===== src/rtl/hazard_control_unit.sv =====
// hazard_control_unit
//   Pipeline hazard controller: detects load-use hazards, squashes the
//   instruction behind a taken branch, and picks the operand source for each
//   ID source field.
//
//   state | meaning
//   ------+-------------------------------------------------------------
//   RUN   | normal issue; a load-use hazard or a taken branch is acted on
//   STALL | one-cycle bubble after a load-use hazard; EX now holds a NOP
//   FLUSH | ID holds the squashed instruction behind a taken branch
//
// Ports
//   Clk, Clr                      clock, async active-high reset
//   ID_Rn/Rm/Rd, ID_use_*         source fields of the instruction in ID
//   EX_RD, EX_RF_enable, EX_load_instr
//   MEM_RD, MEM_RF_enable, WB_RD, WB_RF_enable
//   Branch_taken                  B/BL in ID resolved taken
//   PC_LE, IF_ID_LE, IF_ID_flush, CU_MUX_E   pipeline control
//   FWD_A/B/D                     00 RF, 01 EX, 10 MEM, 11 WB
//   stall_cnt, flush_cnt          saturating event counters
module hazard_control_unit #(
  parameter int CNT_W = 8
) (
  input  logic             Clk,
  input  logic             Clr,
  input  logic [3:0]       ID_Rn,
  input  logic [3:0]       ID_Rm,
  input  logic [3:0]       ID_Rd,
  input  logic             ID_use_Rn,
  input  logic             ID_use_Rm,
  input  logic             ID_use_Rd,
  input  logic [3:0]       EX_RD,
  input  logic             EX_RF_enable,
  input  logic             EX_load_instr,
  input  logic [3:0]       MEM_RD,
  input  logic             MEM_RF_enable,
  input  logic [3:0]       WB_RD,
  input  logic             WB_RF_enable,
  input  logic             Branch_taken,
  output logic             PC_LE,
  output logic             IF_ID_LE,
  output logic             IF_ID_flush,
  output logic             CU_MUX_E,
  output logic [1:0]       FWD_A,
  output logic [1:0]       FWD_B,
  output logic [1:0]       FWD_D,
  output logic [CNT_W-1:0] stall_cnt,
  output logic [CNT_W-1:0] flush_cnt
);

  typedef enum logic [1:0] {RUN, STALL, FLUSH} state_t;

  localparam logic [CNT_W-1:0] CNT_MAX = '1;

  state_t state, next_state;
  logic   lu;

  function automatic logic [1:0] fwd_sel(
    input logic [3:0] src,
    input logic       use_src,
    input logic [3:0] ex_rd,
    input logic       ex_fwd_ok,
    input logic [3:0] mem_rd,
    input logic       mem_en,
    input logic [3:0] wb_rd,
    input logic       wb_en
  );
    logic [1:0] sel;
    sel = 2'b00;
    // R15 reads the PC, never a forwarded result
    if (use_src && src != 4'd15) begin
      if (ex_fwd_ok && src == ex_rd)   sel = 2'b01;
      else if (mem_en && src == mem_rd) sel = 2'b10;
      else if (wb_en && src == wb_rd)   sel = 2'b11;
    end
    return sel;
  endfunction

  assign lu = EX_load_instr & EX_RF_enable &
              ((ID_use_Rn & (ID_Rn == EX_RD)) |
               (ID_use_Rm & (ID_Rm == EX_RD)) |
               (ID_use_Rd & (ID_Rd == EX_RD)));

  always_ff @(posedge Clk or posedge Clr) begin
    if (Clr) begin
      state     <= RUN;
      stall_cnt <= '0;
      flush_cnt <= '0;
    end else begin
      state <= next_state;
      // STALL and FLUSH never self-loop, so every edge into them is a new event
      if (next_state == STALL && stall_cnt != CNT_MAX)
        stall_cnt <= stall_cnt + CNT_W'(1);
      if (next_state == FLUSH && flush_cnt != CNT_MAX)
        flush_cnt <= flush_cnt + CNT_W'(1);
    end
  end

  always_comb begin
    next_state  = RUN;
    PC_LE       = 1'b1;
    IF_ID_LE    = 1'b1;
    IF_ID_flush = 1'b0;
    CU_MUX_E    = 1'b0;
    if (Clr) begin
      CU_MUX_E = 1'b1;
    end else begin
      unique case (state)
        RUN: begin
          // load-use wins over a taken branch; the branch is retried in STALL
          if (lu) begin
            PC_LE      = 1'b0;
            IF_ID_LE   = 1'b0;
            CU_MUX_E   = 1'b1;
            next_state = STALL;
          end else if (Branch_taken) begin
            IF_ID_flush = 1'b1;
            next_state  = FLUSH;
          end
        end
        STALL: begin
          if (Branch_taken) begin
            IF_ID_flush = 1'b1;
            next_state  = FLUSH;
          end
        end
        FLUSH: ;
        default: ;
      endcase
    end
  end

  always_comb begin
    FWD_A = 2'b00;
    FWD_B = 2'b00;
    FWD_D = 2'b00;
    if (!Clr) begin
      FWD_A = fwd_sel(ID_Rn, ID_use_Rn, EX_RD, EX_RF_enable & ~EX_load_instr,
                      MEM_RD, MEM_RF_enable, WB_RD, WB_RF_enable);
      FWD_B = fwd_sel(ID_Rm, ID_use_Rm, EX_RD, EX_RF_enable & ~EX_load_instr,
                      MEM_RD, MEM_RF_enable, WB_RD, WB_RF_enable);
      FWD_D = fwd_sel(ID_Rd, ID_use_Rd, EX_RD, EX_RF_enable & ~EX_load_instr,
                      MEM_RD, MEM_RF_enable, WB_RD, WB_RF_enable);
    end
  end

endmodule


===== config.mk =====
export PLATFORM = sky130hd
export DESIGN_NAME = hazard_control_unit
export DESIGN_NICKNAME = d
export VERILOG_FILES = /design/src/rtl/hazard_control_unit.sv
export SDC_FILE = /design/constraint.sdc
export NUM_CORES = 1
export LEC_CHECK = 0
export CAP_MARGIN = 20
export CORE_MARGIN = 2
export CORE_UTILIZATION = 42
export DETAILED_ROUTE_END_ITERATION = 7
export GPL_TIMING_DRIVEN = 0
export PLACE_DENSITY = 0.81
export SYNTH_ARGS = -nofsm -noshare
export SYNTH_HDL_FRONTEND = slang
export SYNTH_SLANG_ARGS = --single-unit

===== constraint.sdc =====
create_clock -name Clk -period 3 [get_ports Clk]
set_clock_uncertainty 0.2 [all_clocks]
set_input_delay 0.6 -clock Clk [delete_from_list [all_inputs] [get_ports Clk]]
set_output_delay 0.6 -clock Clk [all_outputs]
set_load 0.05 [all_outputs]

==> reports/qor_table.md <==
| Parameter | Reported | Unit |
|---|---|---|
| Status | completed | - |
| Area share of the leading cell type in the synthesized netlist | 32.26 | % |
| Cell-internal power | 537.8 | uW |
| Register bit count reported by yosys | 18 | - |
| CTS H-tree depth | 1 | - |
| Core Region | 3103 | um^2 |
| Filler Cells Inserted | 274 | - |
| Row Count | 20 | - |
| Actual slew at the worst max-slew pin | 0.5119 | ns |
| Area of the die | 3802 | um^2 |
| Leading post-synthesis cells by cell area | sky130_fd_sc_hd__dfrtp_1 (32%), sky130_fd_sc_hd__xor2_1 (20%), sky130_fd_sc_hd__xnor2_1 (10%) | - |
| Cell count after synthesis | 155 | - |
| Post-Synthesis Cell Area | 1396 | um^2 |
| Arrival time at the worst endpoint | 2.13 | ns |
| DRC violations left | 0 | - |
| Power per cell area | 452.0 | nW/um^2 |
| I/O pin count | 60 | - |
| Max Root-Sink Buffers | 2 | - |
| Commonest non-fill, non-tap cell in the layout | sky130_fd_sc_hd__xor2_1 | - |
| Post-synthesis cell type with the largest combined area | sky130_fd_sc_hd__dfrtp_1 | - |
| Max Fclk | 0.3415 | GHz |
| Layer with the highest usage after global routing | met2 | - |
| Met1 Track Usage GR | 29.05 | % |
| Family with the most delay on the worst path | buffers and inverters | - |
| Inserted Clock Buffers | 3 | - |
| GR Overflow Total | 0 | - |
| Yosys warnings | 0 | - |
| Cell Area, Placed | 2062 | um^2 |
| Clock transition time at the flip-flop clock pins of the worst setup and hold paths | 0.11 | ns |
| Post-synth cell types | 28 | - |
| TritonCTS clock tree | built | - |
| Skew-Pair Late Insertion Delay | 0.30 | ns |
| Clock Sink Count | 18 | - |
| Area of the multi-input gates | 1005 | um^2 |
| Mean area per synthesized cell | 9.009 | um^2 |
| Total Nets Final | 260 | - |
| Critical Path, Cell by Cell | clkdlybuf4s15_2, xor2_1, nor4_2, and3_1, a311o_2, buf_6, nand2_2, buf_4, buf_6 | - |
| Most used cells in the layout excluding fill and tap cells | sky130_fd_sc_hd__xor2_1 (31), sky130_fd_sc_hd__clkdlybuf4s50_1 (28), sky130_fd_sc_hd__dfrtp_1 (18) | - |
| Met3 Use GR | 3.151 | % |
| Post-route minimum period | 2.928 | ns |
| Cell repeated most along the worst path | sky130_fd_sc_hd__buf_6 | - |
| Worst Hold Class | flop to flop | - |
| Area grow syn2layout | 54.57 | % |
| Mapped Nets | 191 | - |
| Clock group share of total power | 16.0 | % |
| Max VDD drop | 0.4788 | mV |
| Initial core utilization | 45.00 | % |
| Fraction of layout instances using a drive strength above 1 | 21.08 | % |
| Setup repair after global routing missed its margin | true | - |
| Startpoint-to-endpoint class of the critical path | input port to output port | - |
| Leak Pwr | 0.0009734 | uW |
| Largest net degree at the start of global routing | 12 | - |
| Wire length of the first global-routing pass | 6651 | um |
| Global-route met2 utilization | 41.65 | % |
| Starting DRC count in detailed routing | 64 | - |
| Final count of hold timing violations | 0 | - |
| Final Max Tran Viols | 0 | - |
| Overall Power | 975.5 | uW |
| Sequential share of power | 35.5 | % |
| Combinational group share of total power | 48.5 | % |
| Sequential cell area in the final layout | 450.4 | um^2 |
| Number of inserted diodes | 0 | - |
| Routed vias | 1452 | - |
| CTS Root Buffer Type | sky130_fd_sc_hd__clkbuf_4 | - |
| Largest fanout of any net on the critical path | 5 | - |
| Net switching component of the power | 437.7 | uW |
| GRT Resource Usage Total | 24.06 | % |
| Initial antenna violation count | 0 | - |
| Average wire per cell in the routed design | 16.13 | um |
| Worst hold slack | 0.3084 | ns |
| Total wirelength of the detailed-routed design | 4308 | um |
| Vias in the first global route | 1435 | - |
| Critical-path cell with the highest stage delay | sky130_fd_sc_hd__nor4_2 | - |
| Largest stage delay, worst path | 0.27 | ns |
| Final setup viols | 0 | - |
| Bufs and invs on worst path | 4 | - |
| DRT Pass-1 Iters | 4 | - |
| Max-cap violation count | 0 | - |
| Die height | 61.66 | um |
| Global placement routability congestion | 0.9031 | - |
| Share of the yosys chip area belonging to registers | 32.26 | % |
| Final antenna-violating net count | 0 | - |
| Max-Slew Margin vs Limit | 65.77 | % |
| Switch share | 44.87 | % |
| Data required time of the critical path | 2.20 | ns |
| Number of buffer cells added on primary ports | 59 | - |
| Via-per-instance ratio | 5.438 | - |
| Final instance area | 2158 | um^2 |
| CP Capture Type | output port | - |
| HPWL reported at the end of detailed placement | 3339 | um |
| Die span in x | 61.66 | um |
| Share of the clock period used by the worst path after layout | 97.59 | % |
| Kind of start point of the critical path | input port | - |
synthesized netlist by cell type, drive strengths merged:
library cell / number
nand4: 11
and4b: 1
or2b: 1
and3: 6
mux2i: 1
and2: 1
xnor2: 16
mux2: 3
or3: 1
and3b: 3
nand2: 11
nand2b: 1
xor2: 32
inv: 3
a21oi: 3
nor3b: 1
dfrtp: 18
buf: 2
nor2: 10
nor2b: 4
a311o: 1
a41oi: 1
ha: 2
nor4: 6
nor3: 8
nand3: 8
final timing paths:
check / start / slack, ns / to / cells after the start
setup / recovery: ID_Rn[0] / 0.07 / PC_LE / 9
hold / removal: stall_cnt[5] / 0.31 / stall_cnt[5] / 1
setup reg to reg: state[1] / 0.78 / flush_cnt[1] / 5
hold reg to reg: stall_cnt[5] / 0.31 / stall_cnt[5] / 1
max in group asynchronous: Clr / 1.76 / flush_cnt[7] / 2
min in group asynchronous: Clr / 0.48 / state[1] / 2
logic make-up (layout without fill, tap and decap cells):
| group | after synthesis | in the layout | share of synthesized area (%) |
|---|---|---|---|
| AO/OA/AOI/OAI | 5 | 5 | 2.509 |
| XOR/XNOR | 48 | 48 | 30.11 |
| adder cells (fa/ha/maj) | 2 | 2 | 1.792 |
| buffers and inverters | 5 | 73 | 1.702 |
| flip-flops | 18 | 18 | 32.26 |
| multiplexers | 4 | 4 | 3.136 |
| AND/OR/NAND/NOR | 73 | 73 | 28.50 |
registers in the layout (all words and copies together), names as in the netlist:
| name | count |
|---|---|
| flush_cnt | 8 |
| state | 2 |
| stall_cnt | 8 |
repair_timing:
action	4_1_cts	5_1_grt
hold buffers	0	0
hold endpoints to repair	0	0
setup buffers	4	0
gates cloned	1	0
endpoints found under the setup margin	10	10
pin swaps	4	6
resized for setup	92	24
power groups by stage:
stage	Sequential (uW)	Clock, uW	Combinational, uW
global route	355	166	503
CTS	347	160	469
floorplan	492	0	127
global placement	347	0	455
finish	347	156	473
detailed placement	350	0	464
per-layer routing:
metal  part of all wire (%)  vias up
met1                     39      700
met5                      0        -
met3                    6.8        8
li1                       -      680
met2                     52       64
met4                    2.2        0
through the flow:
step / TNS, ns / cells / util (%) / worst slack (ns)
after detailed placement: -8.705 / 258 / 66.45 / -1.122
after CTS: 0 / 267 / 68.79 / 0.004234
final: 0 / 267 / 69.56 / 0.07216
after global placement: -8.236 / 258 / 66.45 / -1.069
after floorplan: 0 / 155 / - / 0.1581
after global routing: -0.01635 / 267 / 69.56 / -0.01343
area by class of cell:
cell class / count / share of cell area (%)
buffer: 2 / 0.8696
clock buffer: 4 / 1.681
inverter: 3 / 0.6957
multi-input combinational: 132 / 46.55
sequential: 18 / 20.87
tap: 44 / 2.551
timing repair buffer: 63 / 26.55
timing repair inverter: 1 / 0.2319
Power figures use the tool's default switching activity.
